==> src/rtl/alu_drv_pkg.sv <==
// Shared types and defaults for the ALU command driver: opcode, FSM state,
// command record and default FIFO depth / settle time.
package alu_drv_pkg;

    typedef logic [2:0] opc_t;

    typedef enum logic [1:0] {
        StIdle,
        StDrive,
        StResp
    } state_e;

    typedef struct packed {
        opc_t        opc;
        logic [15:0] a;
        logic [15:0] b;
        logic        c;
    } cmd_t;

    localparam int unsigned DefDepth  = 4;
    localparam int unsigned DefSettle = 1;
    localparam int unsigned CmdWidth  = $bits(cmd_t);

endpackage

==> src/rtl/alu_cmd_driver_if.sv <==
// Command, ALU-drive and response signals of the ALU command driver.
// slave is the driver's view; master is the environment (producer, ALU, consumer).
interface alu_cmd_driver_if;
    import alu_drv_pkg::*;

    logic        cmd_valid;
    logic        cmd_ready;
    opc_t        cmd_opc;
    logic [15:0] cmd_a;
    logic [15:0] cmd_b;
    logic        cmd_c;

    opc_t        alu_opc;
    logic [15:0] alu_a;
    logic [15:0] alu_b;
    logic        alu_c;
    logic [15:0] alu_w;
    logic        alu_zer;
    logic        alu_neg;

    logic        rsp_valid;
    logic        rsp_ready;
    logic [15:0] rsp_w;
    logic        rsp_zer;
    logic        rsp_neg;
    logic [7:0]  ops_done;

    modport slave (
        input  cmd_valid, cmd_opc, cmd_a, cmd_b, cmd_c,
        input  alu_w, alu_zer, alu_neg,
        input  rsp_ready,
        output cmd_ready,
        output alu_opc, alu_a, alu_b, alu_c,
        output rsp_valid, rsp_w, rsp_zer, rsp_neg, ops_done
    );

    modport master (
        output cmd_valid, cmd_opc, cmd_a, cmd_b, cmd_c,
        output alu_w, alu_zer, alu_neg,
        output rsp_ready,
        input  cmd_ready,
        input  alu_opc, alu_a, alu_b, alu_c,
        input  rsp_valid, rsp_w, rsp_zer, rsp_neg, ops_done
    );

endinterface

==> src/rtl/cmd_fifo.sv <==
// Synchronous FIFO for queued ALU commands; rdata shows the head entry
// combinationally so a pop and the use of its data share one edge.
module cmd_fifo
    import alu_drv_pkg::*;
#(
    parameter int unsigned DEPTH = DefDepth,
    parameter int unsigned WIDTH = CmdWidth
) (
    input  logic             clk,
    input  logic             rst,
    input  logic             push,
    input  logic [WIDTH-1:0] wdata,
    input  logic             pop,
    output logic [WIDTH-1:0] rdata,
    output logic             full,
    output logic             empty
);

    localparam int unsigned AW = (DEPTH > 1) ? $clog2(DEPTH) : 1;
    localparam logic [AW:0] FullCount = DEPTH[AW:0];

    logic [WIDTH-1:0] mem [DEPTH];
    logic [AW-1:0]    wr_ptr_q, rd_ptr_q;
    logic [AW:0]      count_q;
    logic             do_push, do_pop;

    assign full    = (count_q == FullCount);
    assign empty   = (count_q == '0);
    assign do_push = push && !full;
    assign do_pop  = pop && !empty;
    assign rdata   = mem[rd_ptr_q];

    // Storage needs no reset: only entries counted as valid are ever read.
    always_ff @(posedge clk) begin
        if (do_push) begin
            mem[wr_ptr_q] <= wdata;
        end
    end

    always_ff @(posedge clk or posedge rst) begin
        if (rst) begin
            wr_ptr_q <= '0;
            rd_ptr_q <= '0;
            count_q  <= '0;
        end else begin
            if (do_push) begin
                wr_ptr_q <= wr_ptr_q + AW'(1);
            end
            if (do_pop) begin
                rd_ptr_q <= rd_ptr_q + AW'(1);
            end
            case ({do_push, do_pop})
                2'b10:   count_q <= count_q + 1'b1;
                2'b01:   count_q <= count_q - 1'b1;
                default: count_q <= count_q;
            endcase
        end
    end

endmodule

==> src/rtl/alu_cmd_driver.sv <==
// Queues ALU commands, drives each one to the ALU for SETTLE cycles, then
// captures the result and holds it until the consumer takes it.
module alu_cmd_driver
    import alu_drv_pkg::*;
#(
    parameter int unsigned SETTLE = DefSettle,
    parameter int unsigned DEPTH  = DefDepth
) (
    input  logic             clk,
    input  logic             rst,
    alu_cmd_driver_if.slave  bus
);

    localparam logic [2:0] SettleLoad = 3'(SETTLE - 1);

    state_e      state_q, state_d;
    logic [2:0]  cnt_q, cnt_d;
    cmd_t        alu_q, alu_d;
    logic        rsp_valid_q, rsp_valid_d;
    logic [15:0] rsp_w_q, rsp_w_d;
    logic        rsp_zer_q, rsp_zer_d;
    logic        rsp_neg_q, rsp_neg_d;
    logic [7:0]  ops_q, ops_d;

    cmd_t cmd_in, head;
    logic fifo_pop, fifo_full, fifo_empty;

    assign cmd_in = '{opc: bus.cmd_opc, a: bus.cmd_a, b: bus.cmd_b, c: bus.cmd_c};

    cmd_fifo #(
        .DEPTH (DEPTH),
        .WIDTH (CmdWidth)
    ) u_cmd_fifo (
        .clk   (clk),
        .rst   (rst),
        .push  (bus.cmd_valid),
        .wdata (cmd_in),
        .pop   (fifo_pop),
        .rdata (head),
        .full  (fifo_full),
        .empty (fifo_empty)
    );

    assign bus.cmd_ready = !fifo_full;
    assign bus.alu_opc   = alu_q.opc;
    assign bus.alu_a     = alu_q.a;
    assign bus.alu_b     = alu_q.b;
    assign bus.alu_c     = alu_q.c;
    assign bus.rsp_valid = rsp_valid_q;
    assign bus.rsp_w     = rsp_w_q;
    assign bus.rsp_zer   = rsp_zer_q;
    assign bus.rsp_neg   = rsp_neg_q;
    assign bus.ops_done  = ops_q;

    always_comb begin
        state_d     = state_q;
        cnt_d       = cnt_q;
        alu_d       = alu_q;
        rsp_valid_d = rsp_valid_q;
        rsp_w_d     = rsp_w_q;
        rsp_zer_d   = rsp_zer_q;
        rsp_neg_d   = rsp_neg_q;
        ops_d       = ops_q;
        fifo_pop    = 1'b0;

        case (state_q)
            StIdle: begin
                if (!fifo_empty) begin
                    fifo_pop = 1'b1;
                    alu_d    = head;
                    cnt_d    = SettleLoad;
                    state_d  = StDrive;
                end
            end
            StDrive: begin
                if (cnt_q == 3'd0) begin
                    rsp_w_d     = bus.alu_w;
                    rsp_zer_d   = bus.alu_zer;
                    rsp_neg_d   = bus.alu_neg;
                    rsp_valid_d = 1'b1;
                    state_d     = StResp;
                end else begin
                    cnt_d = cnt_q - 3'd1;
                end
            end
            StResp: begin
                if (bus.rsp_ready) begin
                    rsp_valid_d = 1'b0;
                    ops_d       = ops_q + 8'd1;
                    // Back-to-back issue skips IDLE when work is already queued.
                    if (!fifo_empty) begin
                        fifo_pop = 1'b1;
                        alu_d    = head;
                        cnt_d    = SettleLoad;
                        state_d  = StDrive;
                    end else begin
                        state_d = StIdle;
                    end
                end
            end
            default: state_d = StIdle;
        endcase
    end

    always_ff @(posedge clk or posedge rst) begin
        if (rst) begin
            state_q     <= StIdle;
            cnt_q       <= 3'd0;
            alu_q       <= '0;
            rsp_valid_q <= 1'b0;
            rsp_w_q     <= 16'd0;
            rsp_zer_q   <= 1'b0;
            rsp_neg_q   <= 1'b0;
            ops_q       <= 8'd0;
        end else begin
            state_q     <= state_d;
            cnt_q       <= cnt_d;
            alu_q       <= alu_d;
            rsp_valid_q <= rsp_valid_d;
            rsp_w_q     <= rsp_w_d;
            rsp_zer_q   <= rsp_zer_d;
            rsp_neg_q   <= rsp_neg_d;
            ops_q       <= ops_d;
        end
    end

endmodule

==> src/flat_wrapper.sv <==
// flat-port wrapper written by rule: the top's interface ports become plain ports
module alu_cmd_driver_flat import alu_drv_pkg::*;
#(
    parameter int unsigned SETTLE = DefSettle,
    parameter int unsigned DEPTH  = DefDepth
)
  (clk, rst, bus_cmd_valid, bus_cmd_opc, bus_cmd_a, bus_cmd_b, bus_cmd_c, bus_alu_w, bus_alu_zer, bus_alu_neg, bus_rsp_ready, bus_cmd_ready, bus_alu_opc, bus_alu_a, bus_alu_b, bus_alu_c, bus_rsp_valid, bus_rsp_w, bus_rsp_zer, bus_rsp_neg, bus_ops_done);
  alu_cmd_driver_if bus_i ();
  input  logic clk;
  input  logic rst;
  input wire logic [$bits(bus_i.cmd_valid)-1:0] bus_cmd_valid;
  input wire logic [$bits(bus_i.cmd_opc)-1:0] bus_cmd_opc;
  input wire logic [$bits(bus_i.cmd_a)-1:0] bus_cmd_a;
  input wire logic [$bits(bus_i.cmd_b)-1:0] bus_cmd_b;
  input wire logic [$bits(bus_i.cmd_c)-1:0] bus_cmd_c;
  input wire logic [$bits(bus_i.alu_w)-1:0] bus_alu_w;
  input wire logic [$bits(bus_i.alu_zer)-1:0] bus_alu_zer;
  input wire logic [$bits(bus_i.alu_neg)-1:0] bus_alu_neg;
  input wire logic [$bits(bus_i.rsp_ready)-1:0] bus_rsp_ready;
  output wire logic [$bits(bus_i.cmd_ready)-1:0] bus_cmd_ready;
  output wire logic [$bits(bus_i.alu_opc)-1:0] bus_alu_opc;
  output wire logic [$bits(bus_i.alu_a)-1:0] bus_alu_a;
  output wire logic [$bits(bus_i.alu_b)-1:0] bus_alu_b;
  output wire logic [$bits(bus_i.alu_c)-1:0] bus_alu_c;
  output wire logic [$bits(bus_i.rsp_valid)-1:0] bus_rsp_valid;
  output wire logic [$bits(bus_i.rsp_w)-1:0] bus_rsp_w;
  output wire logic [$bits(bus_i.rsp_zer)-1:0] bus_rsp_zer;
  output wire logic [$bits(bus_i.rsp_neg)-1:0] bus_rsp_neg;
  output wire logic [$bits(bus_i.ops_done)-1:0] bus_ops_done;
  assign bus_i.cmd_valid = bus_cmd_valid;
  assign bus_i.cmd_opc = bus_cmd_opc;
  assign bus_i.cmd_a = bus_cmd_a;
  assign bus_i.cmd_b = bus_cmd_b;
  assign bus_i.cmd_c = bus_cmd_c;
  assign bus_i.alu_w = bus_alu_w;
  assign bus_i.alu_zer = bus_alu_zer;
  assign bus_i.alu_neg = bus_alu_neg;
  assign bus_i.rsp_ready = bus_rsp_ready;
  assign bus_cmd_ready = bus_i.cmd_ready;
  assign bus_alu_opc = bus_i.alu_opc;
  assign bus_alu_a = bus_i.alu_a;
  assign bus_alu_b = bus_i.alu_b;
  assign bus_alu_c = bus_i.alu_c;
  assign bus_rsp_valid = bus_i.rsp_valid;
  assign bus_rsp_w = bus_i.rsp_w;
  assign bus_rsp_zer = bus_i.rsp_zer;
  assign bus_rsp_neg = bus_i.rsp_neg;
  assign bus_ops_done = bus_i.ops_done;
  alu_cmd_driver #(.SETTLE(SETTLE), .DEPTH(DEPTH)) u_core (.clk(clk), .rst(rst), .bus(bus_i));
endmodule
==> config.mk <==
export PLATFORM = sky130hd
export DESIGN_NAME = alu_cmd_driver_flat
export DESIGN_NICKNAME = d
export VERILOG_FILES = /design/src/rtl/alu_drv_pkg.sv /design/src/rtl/alu_cmd_driver_if.sv /design/src/rtl/cmd_fifo.sv /design/src/rtl/alu_cmd_driver.sv /design/src/flat_wrapper.sv
export SDC_FILE = /design/constraint.sdc
export NUM_CORES = 1
export LEC_CHECK = 0
export BUFFER_PORTS_ARGS = -buffer_cell sky130_fd_sc_hd__buf_2
export CAP_MARGIN = 20
export CORE_ASPECT_RATIO = 1.2
export CORE_MARGIN = 1
export CORE_UTILIZATION = 55
export CTS_BUF_LIST = sky130_fd_sc_hd__clkbuf_16
export CTS_CLUSTER_DIAMETER = 80
export DETAILED_ROUTE_END_ITERATION = 10
export GPL_TIMING_DRIVEN = 1
export PLACE_DENSITY = 0.88
export SYNTH_ARGS = -nofsm -noshare
export SYNTH_HDL_FRONTEND = slang
export SYNTH_HIERARCHICAL = 1
export SYNTH_SLANG_ARGS = --single-unit
==> constraint.sdc <==
create_clock -name clk -period 2.65 [get_ports clk]
set_input_delay 0.53 -clock clk [delete_from_list [all_inputs] [get_ports clk]]
set_output_delay 0.53 -clock clk [all_outputs]
set_load 0.02 [all_outputs]
* Yosys cells after proc, flatten, opt, wreduce, memory -nomap -nowiden *
Memory sizes are Yosys's and may differ from the RTL's.
Index checks and enable logic that the tools add are counted.

cells by class
  reductions and logical operators = 17
  eq/ne operators = 9
  add/sub/neg operators = 6
  muxes and demuxes = 21

operators by type and width
  cell                 count
  $mux 36              2
  $pmux 36 s2          1
  $mux 3               3
  $pmux 3 s3           1
  $reduce_and 3->1     3
  $add 8x1->8 const B  1
  $mux 1               7
  $logic_not 3->1      2
  $mux 2               3
  $ne 2x2->1 const B   3
  $pmux 2 s3           1
  $pmux 3 s2           1
  $reduce_and 2->1     3
  $reduce_bool 2->1    3
  $sub 3x1->3 const B  2
  $add 2x1->2 const B  2
  $eq 2x1->1 const B   2
  $eq 2x2->1 const B   2
  $pmux 1 s2           2
  $add 3x1->3 const B  1
  $eq 3x3->1 const B   1
  $reduce_bool 3->1    1
  $logic_and 1x1->1    2
  $logic_not 1->1      2
  2 further kinds      2

word-level totals
  memories kept = 1
  word-level logic and storage cells = 68
  output and inout bits = 64
  RAM bits = 144
  register bits = 75

memory list
  name                   depth  width  read ports  clocked after Yosys merged registers in  write ports  RTL line        text
  u_core.u_cmd_fifo.mem  4      36     1           0                                        1            cmd_fifo.sv:22  logic [WIDTH-1:0] mem [DEPTH];

* Longest topological paths before layout *
Gate-level depths: netlist of the first run.

  depth after elaboration = 7
  depth in mapped cells = 11
  depth with buffers taken out = 10

* Hierarchy *
Netlist of the first run, hierarchy kept.

by module, submodules not included
  module          sequential area each (sq um)  area an instance (sq um)  times used  cells an instance
  cmd_fifo        4,499.3                       5,639.2                   1           226
  alu_cmd_driver  1,701.6                       2,796.4                   1           177

* Worst setup path after synthesis of the first run *
OpenSTA, ideal clock, no wires.

  path kind = register to register
  start = register u_core.u_cmd_fifo.count_q[0]
  end = register u_core.u_cmd_fifo.count_q[2]
  cell stages (with the launch flop) = 12
  buffers on the path = 1
  path slack = 0.188 ns
  clock period less this slack = 2.462 ns
  setup time = 0.079 ns
  data arrival time = 2.383 ns
  cell sequence = dfrtp_1 nor3_1 or3b_4 o31ai_4 buf_4 o31a_1 ha_1 inv_1 fa_1 xor2_1 nor2_1 xor2_1

between the ends
  cells in the longest elaborated chain, start to end = 7
  elaborated cells on any way between the ends = 15
  classes of those cells = add/sub (2); eq/ne (3); mux (4); reduce/logical (6)

ends and longest elaborated chain
  item                                             RTL line                                    text
  from (decl)                                      cmd_fifo.sv:24                              logic [AW:0] count_q;
  from (signal assigned)                           cmd_fifo.sv:53                              2'b10: count_q <= count_q + 1'b1;
  from (signal assigned)                           cmd_fifo.sv:54                              2'b01: count_q <= count_q - 1'b1;
  from (signal assigned)                           cmd_fifo.sv:55                              default: count_q <= count_q;
  $logic_not 3->1 (*)                              cmd_fifo.sv:28                              assign empty = (count_q == '0);
  via u_core.fifo_empty                            alu_cmd_driver.sv:26                        logic fifo_pop, fifo_full, fifo_empty;
  $mux 1 (*)                                       alu_cmd_driver.sv:68, alu_cmd_driver.sv:91
  $mux 1                                           alu_cmd_driver.sv:87                        if (bus.rsp_ready) begin
  $pmux 1 s2 (*)                                   alu_cmd_driver.sv:66                        case (state_q)
  via u_core.fifo_pop                              alu_cmd_driver.sv:26
  $logic_and 1x1->1 (*)                            cmd_fifo.sv:30                              assign do_pop = pop && !empty;
  via u_core.u_cmd_fifo.do_pop                     cmd_fifo.sv:25                              logic do_push, do_pop;
  $eq 2x1->1 or $eq 2x2->1 (tied branches)         cmd_fifo.sv:52                              case ({do_push, do_pop})
  $pmux 3 s2 or $reduce_bool 2->1 (tied branches)  -

The timed path passes the listed nets; every way through them passes the cells marked *.
A chain may end at the register's enable or synchronous reset.

* Worst setup path in the final report of the first run *
  start = register u_core.state_q[0]
  end = register u_core.u_cmd_fifo.count_q[2]

between the ends
  cells in the longest elaborated chain, start to end = 5
  elaborated cells on any way between the ends = 8
  classes of those cells = eq/ne (3); mux (2); reduce/logical (3)

ends and longest elaborated chain
  item                                             RTL line               text
  from (decl)                                      alu_cmd_driver.sv:16   state_e state_q, state_d;
  from (signal assigned)                           alu_cmd_driver.sv:107  state_q <= StIdle;
  from (signal assigned)                           alu_cmd_driver.sv:116  state_q <= state_d;
  $eq 2x2->1 or $logic_not 2->1 (tied branches)    alu_cmd_driver.sv:66
  $pmux 1 s2 (*)                                   alu_cmd_driver.sv:66
  $logic_and 1x1->1 (*)                            cmd_fifo.sv:30
  via u_core.u_cmd_fifo.do_pop                     cmd_fifo.sv:25
  $eq 2x1->1 or $eq 2x2->1 (tied branches)         cmd_fifo.sv:52
  $pmux 3 s2 or $reduce_bool 2->1 (tied branches)  -

Marked as above.

==> insert_results.sql, run 1 <==
INSERT INTO impl_metrics (metric_group, metric, value, unit) VALUES
('finish', 'fin_nets', '614', ''),
('global_route', 'grt_start_max_net_pins', '69', ''),
('die', 'die_w', '115', 'µm'),
('routing', 'post_drt_via_cell_ratio', '5.33', ''),
('worst_setup_path', 'crit_required', '3.06', 'ns'),
('routing', 'postRouteWirelength', '14800', 'µm'),
('global_route', 'grt_pass1_wl', '22800', 'µm'),
('cts', 'clock_latency', '0.48', 'ns'),
('finish', 'post-route-cell-area', '9910', 'µm²'),
('synthesis', 'ys_warn_count', '6', ''),
('synthesis', 'yosysSeqAreaShare', '73.5', '%'),
('min_path', 'min-delay-path-class', 'in2reg', ''),
('cts', 'max-clock-path-buffers', '3', ''),
('timing', 'final-hold-violation-count', '0', ''),
('global_route', 'first_global_vias', '4338', ''),
('synthesis', 'synth_area', '8440', 'µm²'),
('min_path', 'min_path_cells', '1', ''),
('worst_setup_path', 'critPathMaxFanout', '10', ''),
('routing', 'drtAntennaViolNets', '0', ''),
('global_route', 'overflow', '0', ''),
('synthesis', 'synth.avg_cell_area', '20.9', 'µm²'),
('synthesis', 'synth_fp_nets', '470', ''),
('placement', 'gpl.final_weighted_congestion', '0.719', ''),
('die', 'fp.dieH', '138', 'µm'),
('worst_setup_path', 'cp-start-kind', 'register', ''),
('finish', 'layout-drive-gt1-share', '48.1', '%'),
('global_route', 'antenna_violations_before_repair', '0', ''),
('synthesis', 'number_of_storage_elements_in_the_synthesis_netlist', '219', ''),
('die', 'initial_utilization', '56.4', '%'),
('synthesis', 'netlist_instances', '403', ''),
('routing', 'drc', '0', ''),
('die', 'top_level_pins', '122', ''),
('timing', 'clock-skew-final', '0.00922', 'ns'),
('worst_setup_path', 'timing.rr.start', 'u_core/state_q[0]', ''),
('routing', 'drt-initial-drc-count', '131', ''),
('min_path', 'hold_path_end', 'u_core/u_cmd_fifo/mem[2][18]', ''),
('worst_setup_path', 'worstPathArrival', '2.84', 'ns'),
('timing', 'timing.final.setup_violations', '0', ''),
('placement', 'place.detailed.hpwl', '9740', 'µm'),
('min_path', 'hp-start', 'bus_cmd_a[1]', ''),
('cts', 'cts_htree_levels', '1', ''),
('die', 'die_footprint', '15800', 'µm²'),
('pwr', 'vdd_ir_drop_max', '0.000658', 'V'),
('timing', 'period_minus_slack', '2.44', 'ns'),
('die', 'cell_row_count', '49', ''),
('worst_setup_path', 'critical_path_class', 'reg2reg', ''),
('placement', 'dpl-instance-area', '9300', 'µm²'),
('run', 'timing.max_cap.violations', '0', ''),
('worst_setup_path', 'setup.worst_path.end_class', 'register', ''),
('timing', 'worst-slew-pin-transition', '0.729', 'ns'),
('worst_setup_path', 'worst-r2r-setup-slack', '0.21', 'ns'),
('pwr', 'leakage', '0.00390', 'µW'),
('cts', 'clock-root-buffer', 'sky130_fd_sc_hd__clkbuf_16', ''),
('synthesis', 'post_synth_num_cell_types', '39', ''),
('finish', 'synthesis_to_layout_area_growth', '17.5', '%'),
('routing', 'detail_route.wl_per_cell', '19.3', 'µm'),
('timing', 'grt_setup_unrepaired', 'no', ''),
('cts', 'cts_buffer_count', '21', ''),
('worst_setup_path', 'rr_worst_depth', '9', ''),
('routing', 'dr.pass1.iters', '4', ''),
('timing', 'setup_tns', '0', 'ns'),
('placement', 'port_buffers', '121', ''),
('global_route', 'grtUsageTotal', '19.4', '%'),
('routing', 'vias', '4080', ''),
('pwr', 'power_density', '1230', 'nW/µm²'),
('cts', 'tritoncts', 'done', ''),
('cts', 'clk_transition_reported_paths', '0.06', 'ns'),
('worst_setup_path', 'worstReg2RegEnd', 'u_core/u_cmd_fifo/count_q[2]', ''),
('status', 'status', 'completed', ''),
('timing', 'slew_violations', '0', ''),
('timing', 'relSlewSlack', '51.3', '%'),
('die', 'coreArea', '15000', 'µm²'),
('timing', 'achievable-frequency', '410', 'MHz'),
('timing', 'final.period_utilization', '91.9', '%'),
('cts', 'cts_num_sinks', '219', '');
[flip-flops by register name (all words and copies together), names as in the netlist]
name                        count
u_core/u_cmd_fifo/count_q       3
u_core/bus.rsp_w               16
u_core/u_cmd_fifo/wr_ptr_q      2
u_core/bus.rsp_valid            1
u_core/bus.alu_opc              3
u_core/bus.alu_c                1
u_core/cnt_q                    3
u_core/bus.alu_a               16
u_core/bus.rsp_zer              1
u_core/u_cmd_fifo/rd_ptr_q      2
u_core/bus.alu_b               16
u_core/bus.ops_done             8
u_core/state_q                  2
u_core/bus.rsp_neg              1
u_core/u_cmd_fifo/mem         144
[per-stage QoR]
| stage | worst slack, ns | util, % | cells | total power [µW] | hold slack, ns |
|---|---|---|---|---|---|
| after floorplan | 0.188 | - | 403 | 8560 | 0.333 |
| after global placement | 0.207 | 62.2 | 727 | 9480 | 0.453 |
| after detailed placement | 0.122 | 62.2 | 727 | 9730 | 0.460 |
| after CTS | 0.159 | 66.3 | 765 | 12400 | 0.238 |
| after global routing | 0.0574 | 66.3 | 765 | 12800 | 0.245 |
| final | 0.214 | 66.3 | 766 | 12200 | 0.254 |
[cells in the final DEF (no fill, tap or decap), types with 2 or more instances in the layout]
master | synthesis | final
sky130_fd_sc_hd__o21ai_0 | 2 | 2
sky130_fd_sc_hd__inv_1 | 14 | 16
sky130_fd_sc_hd__nand4_1 | 3 | 3
sky130_fd_sc_hd__mux2_2 | 35 | 35
sky130_fd_sc_hd__mux2_4 | 20 | 20
sky130_fd_sc_hd__xor2_1 | 5 | 5
sky130_fd_sc_hd__clkbuf_16 | 0 | 21
sky130_fd_sc_hd__clkinv_1 | 0 | 3
sky130_fd_sc_hd__mux4_2 | 36 | 36
sky130_fd_sc_hd__nor2_1 | 2 | 2
sky130_fd_sc_hd__nand3_1 | 2 | 2
sky130_fd_sc_hd__clkinvlp_4 | 0 | 2
sky130_fd_sc_hd__nand2_1 | 9 | 9
sky130_fd_sc_hd__edfxtp_1 | 144 | 144
sky130_fd_sc_hd__dfrtp_1 | 75 | 72
sky130_fd_sc_hd__clkinv_2 | 0 | 9
sky130_fd_sc_hd__nor3_1 | 3 | 3
sky130_fd_sc_hd__buf_2 | 6 | 121
sky130_fd_sc_hd__and2_2 | 0 | 4
sky130_fd_sc_hd__ha_1 | 8 | 8
sky130_fd_sc_hd__dfrtp_2 | 0 | 3
sky130_fd_sc_hd__buf_4 | 2 | 10
sky130_fd_sc_hd__buf_12 | 4 | 4
sky130_fd_sc_hd__xnor2_1 | 8 | 8
[cell families after synthesis]
group / synth area share, %
fa+ha+maj: 1.42
flops: 73.5
compound gates: 0.964
mux: 18.0
simple gates: 2.24
xor+xnor: 1.35
buf+inv: 2.55
[Yosys cell counts, drive strengths merged]
cell / number / area [µm²]
a211oi: 1 / 7.51
a21oi: 1 / 5.00
a31o: 1 / 8.76
a32o: 1 / 10.0
and2: 4 / 25.0
and3b: 1 / 8.76
and4: 1 / 8.76
buf: 15 / 163
dfrtp: 75 / 1880
edfxtp: 144 / 4320
fa: 1 / 20.0
ha: 8 / 100
inv: 14 / 52.6
mux2: 55 / 694
mux2i: 1 / 10.0
mux4: 36 / 811
nand2: 9 / 33.8
nand2b: 1 / 6.26
nand3: 2 / 10.0
nand3b: 1 / 7.51
nand4: 3 / 18.8
nor2: 2 / 7.51
nor2b: 2 / 15.0
nor3: 3 / 15.0
nor3b: 1 / 12.5
nor4b: 1 / 8.76
o211a: 1 / 10.0
o21ai: 2 / 10.0
o31a: 1 / 8.76
o31ai: 1 / 21.3
or3b: 1 / 11.3
xnor2: 8 / 70.1
xor2: 5 / 43.8
[critical path, cell delays in order, from the launching register on]
cell and delay [ns]:
sky130_fd_sc_hd__dfrtp_1 0.49, sky130_fd_sc_hd__or3b_4 0.48, sky130_fd_sc_hd__o31ai_4 0.08, sky130_fd_sc_hd__o31a_1 0.25, sky130_fd_sc_hd__ha_1 0.21, sky130_fd_sc_hd__inv_1 0.06, sky130_fd_sc_hd__fa_1 0.38, sky130_fd_sc_hd__xor2_1 0.15
sky130_fd_sc_hd__nor2_1 0.11, sky130_fd_sc_hd__xor2_1 0.15
[report_power, final]
group          total (µW)  internal, µW  switching (µW)
clock                2620          1440            1170
combinational        4330          2150            2180
sequential           5280          4730             549
[per-layer routing]
layer,track usage (%),vias to the layer above,routed length (µm),share of wire [%]
met5,0,-,0,0
met4,7.00,0,396,2.7
met3,3.12,28,728,4.9
met2,35.1,122,7820,53
met1,23.5,2080,5810,39
li1,-,1850,-,-
[final cells by class]
cell class,count,area (µm²)
inverter,14,53.8
clock buffer,21,526
fill,1015,5040
timing repair buffer,136,771
multi-input combinational,155,2020
sequential,219,6200
antenna,1,2.50
tap,204,255
clock inverter,16,77.6
[worst max-delay path by stage]
stage,start,end,slack (ns),cells past startpoint
3_5_place_dp,bus_rsp_ready,u_core/u_cmd_fifo/count_q[2],0.12,10
4_1_cts,u_core/u_cmd_fifo/count_q[0],u_core/u_cmd_fifo/count_q[2],0.16,10
3_3_place_gp,bus_rsp_ready,u_core/u_cmd_fifo/count_q[2],0.21,10
5_1_grt,u_core/u_cmd_fifo/count_q[1],u_core/u_cmd_fifo/count_q[2],0.06,10
6_report,u_core/state_q[0],u_core/u_cmd_fifo/count_q[2],0.21,9
2_1_floorplan,u_core/u_cmd_fifo/count_q[0],u_core/u_cmd_fifo/count_q[2],0.19,11
[repair_timing]
item                                    in CTS  in global routing
endpoints found under the setup margin       0                  1
gates resized for setup                      0                  1
hold buffers                                 1                  0
setup buffers                                0                  0
endpoints found under the hold margin        7                  0
Power figures use the tool's default switching activity.
==> run 2: changes to the inputs <==
- CTS_BUF_LIST: sky130_fd_sc_hd__clkbuf_16 -> sky130_fd_sc_hd__clkbuf_8
==> insert_results.sql, run 2 (same netlist as run 1, synthesis figures left out) <==
INSERT INTO impl_metrics (metric_group, metric, value, unit) VALUES
('timing', 'relSlewSlack', '52.3', '%'),
('finish', 'fin_nets', '628', ''),
('min_path', 'hold_path_end', 'u_core/u_cmd_fifo/mem[0][11]', ''),
('die', 'coreArea', '15000', 'µm²'),
('worst_setup_path', 'rr_worst_depth', '9', ''),
('cts', 'cts_htree_levels', '2', ''),
('pwr', 'power_density', '1220', 'nW/µm²'),
('worst_setup_path', 'critical_path.max_stage_delay', '0.49', 'ns'),
('timing', 'clock-skew-final', '0.0310', 'ns'),
('cts', 'clock_latency', '0.51', 'ns'),
('cts', 'post_cts_setup_driven_buffer_insertion_count', '0', ''),
('routing', 'drt-initial-drc-count', '120', ''),
('worst_setup_path', 'critical-path-top-cell-by-count', 'sky130_fd_sc_hd__xor2_1', ''),
('finish', 'layout-drive-gt1-share', '48.2', '%'),
('placement', 'dp.cells', '727', ''),
('worst_setup_path', 'timing.critical_path.cells', 'or3b_4 -> o31ai_4 -> o31a_1 -> ha_1 -> inv_1 -> fa_1 -> xor2_1 -> nor2_1 -> xor2_1', ''),
('global_route', 'top_usage_layer', 'met2', ''),
('routing', 'postRouteWirelength', '14800', 'µm'),
('worst_setup_path', 'cp-startpoint', 'u_core/state_q[0]', ''),
('finish', 'registers.top_by_ff_count', 'u_core/u_cmd_fifo/mem', ''),
('global_route', 'grt_pass1_wl', '23000', 'µm'),
('routing', 'detail_route.wl_per_cell', '18.6', 'µm'),
('timing', 'period_minus_slack', '2.44', 'ns'),
('routing', 'drtAntennaViolNets', '0', ''),
('worst_setup_path', 'worst-r2r-setup-slack', '0.21', 'ns'),
('pwr', 'vdd_ir_drop_max', '0.000608', 'V'),
('global_route', 'first_global_vias', '4462', ''),
('finish', 'layout.cells.most_common_list', 'sky130_fd_sc_hd__edfxtp_1 (144), sky130_fd_sc_hd__buf_2 (121), sky130_fd_sc_hd__dfrtp_1 (72)', ''),
('worst_setup_path', 'timing.rr.start', 'u_core/state_q[0]', ''),
('placement', 'gpl.final_weighted_congestion', '0.719', ''),
('placement', 'dpl-instance-area', '9300', 'µm²'),
('worst_setup_path', 'cp-start-kind', 'register', ''),
('min_path', 'min-delay-path-class', 'in2reg', ''),
('worst_setup_path', 'worstPathArrival', '2.85', 'ns'),
('cts', 'max-clock-path-buffers', '3', ''),
('cts', 'cts_buffer_count', '35', ''),
('timing', 'slew_violations', '0', ''),
('worst_setup_path', 'critical_path_class', 'reg2reg', ''),
('cts', 'clk_transition_reported_paths', '0.06', 'ns'),
('finish', 'synthesis_to_layout_area_growth', '17.9', '%'),
('global_route', 'antenna_violations_before_repair', '0', ''),
('worst_setup_path', 'worstReg2RegEnd', 'u_core/u_cmd_fifo/count_q[2]', ''),
('finish', 'post-route-cell-area', '9940', 'µm²'),
('finish', 'largest_register_ffs', '144', ''),
('routing', 'post_drt_via_cell_ratio', '5.29', ''),
('timing', 'worst-slew-pin-transition', '0.713', 'ns'),
('routing', 'dr.pass1.iters', '4', ''),
('run', 'timing.max_cap.violations', '0', ''),
('finish', 'layout.core_utilization', '66.5', '%'),
('worst_setup_path', 'critical-path-slowest-cell', 'sky130_fd_sc_hd__dfrtp_1', ''),
('die', 'die_w', '115', 'µm'),
('global_route', 'grtUsageTotal', '19.7', '%'),
('finish', 'final-instance-count-excl-fill', '793', ''),
('global_route', 'grt_util_met2', '35.8', '%'),
('placement', 'port_buffers', '121', ''),
('global_route', 'grt.met1_usage', '22.3', '%'),
('status', 'status', 'completed', ''),
('min_path', 'min_path_cells', '1', ''),
('global_route', 'overflow', '0', ''),
('finish', 'final_common_cell', 'sky130_fd_sc_hd__edfxtp_1', ''),
('routing', 'vias', '4198', ''),
('cts', 'clock-root-buffer', 'sky130_fd_sc_hd__clkbuf_8', ''),
('die', 'fp.dieH', '138', 'µm'),
('placement', 'place.detailed.hpwl', '9740', 'µm'),
('routing', 'drc', '0', ''),
('pwr', 'leakage', '0.00395', 'µW'),
('worst_setup_path', 'crit_required', '3.06', 'ns'),
('die', 'die_footprint', '15800', 'µm²'),
('global_route', 'grt_start_max_net_pins', '69', ''),
('timing', 'grt_setup_unrepaired', 'no', ''),
('cts', 'cts_num_sinks', '219', ''),
('die', 'cell_row_count', '49', ''),
('timing', 'timing.final.setup_violations', '0', ''),
('timing', 'final-hold-violation-count', '0', ''),
('worst_setup_path', 'setup.worst_path.end_class', 'register', ''),
('timing', 'setup_tns', '0', 'ns'),
('timing', 'final.period_utilization', '92.0', '%'),
('cts', 'tritoncts', 'done', ''),
('die', 'top_level_pins', '122', ''),
('die', 'initial_utilization', '56.4', '%'),
('global_route', 'grtUsageMet3', '4.14', '%'),
('worst_setup_path', 'critPathMaxFanout', '10', ''),
('timing', 'achievable-frequency', '410', 'MHz'),
('min_path', 'hp-start', 'bus_cmd_b[10]', '');
[run 2: cell count changes in the layout (fill, tap and decap cells not counted)]
| cell | delta |
|---|---|
| sky130_fd_sc_hd__inv_1 | +10 |
| sky130_fd_sc_hd__clkbuf_8 | +35 |
| sky130_fd_sc_hd__clkinv_2 | -3 |
| sky130_fd_sc_hd__clkinv_1 | +3 |
| sky130_fd_sc_hd__bufinv_16 | +1 |
| sky130_fd_sc_hd__diode_2 | +1 |
| sky130_fd_sc_hd__clkinvlp_4 | +1 |
| sky130_fd_sc_hd__clkbuf_16 | -21 |
[run 2: how the worst max path moves through the flow]
stage,slack (ns),end
2_1_floorplan,0.19,u_core/u_cmd_fifo/count_q[2]
3_3_place_gp,0.21,u_core/u_cmd_fifo/count_q[2]
3_5_place_dp,0.12,u_core/u_cmd_fifo/count_q[2]
4_1_cts,0.16,u_core/u_cmd_fifo/count_q[2]
5_1_grt,0.06,u_core/u_cmd_fifo/count_q[2]
6_report,0.21,u_core/u_cmd_fifo/count_q[2]
[run 2: layout make-up]
| type | instances | area [µm²] |
|---|---|---|
| tap | 204 | 255 |
| timing repair buffer | 136 | 771 |
| clock inverter | 28 | 149 |
| multi-input combinational | 155 | 2020 |
| clock buffer | 35 | 482 |
| fill | 1030 | 5010 |
| inverter | 14 | 53.8 |
| sequential | 219 | 6200 |
| antenna | 2 | 5.00 |
[run 2: power breakdown]
group	total (µW)	internal (µW)	leakage, µW	switching, µW
registers	5270	4730	0.00221	544
logic	4320	2150	0.00138	2170
clock network	2550	1340	0.000364	1220
total	12200	8220	0.00395	3930
[run 2: worst max-delay path, delay by kind of cell, from the launching register on]
kind / cells / cell delay, ns
AO/OA/AOI/OAI: 2 / 0.33
AND/OR/NAND/NOR: 2 / 0.59
XOR/XNOR: 2 / 0.30
adder cells (fa/ha/maj): 2 / 0.59
flip-flops: 1 / 0.49
buffers and inverters: 1 / 0.06
[run 2: per-layer routing]
metal,up-vias,wire length [µm],share of wire [%]
met5,-,0,0
met4,0,373,2.5
met3,32,814,5.5
met2,141,7970,54
met1,2135,5600,38
li1,1890,-,-
[run 2: what timing repair did]
item | 4_1_cts | 5_1_grt
hold buffers | 1 | 0
endpoints found under the hold margin | 7 | 0
gates resized for setup | 0 | 1
setup endpoints to repair | 0 | 1
[run 2: stage by stage]
stage          setup slack (ns)  total power [µW]  hold slack [ns]
2_1_floorplan             0.188              8560            0.333
3_3_place_gp              0.207              9480            0.453
6_report                  0.212             12200            0.232
3_5_place_dp              0.122              9730            0.460
5_1_grt                  0.0596             12800            0.220
4_1_cts                   0.159             12300            0.214
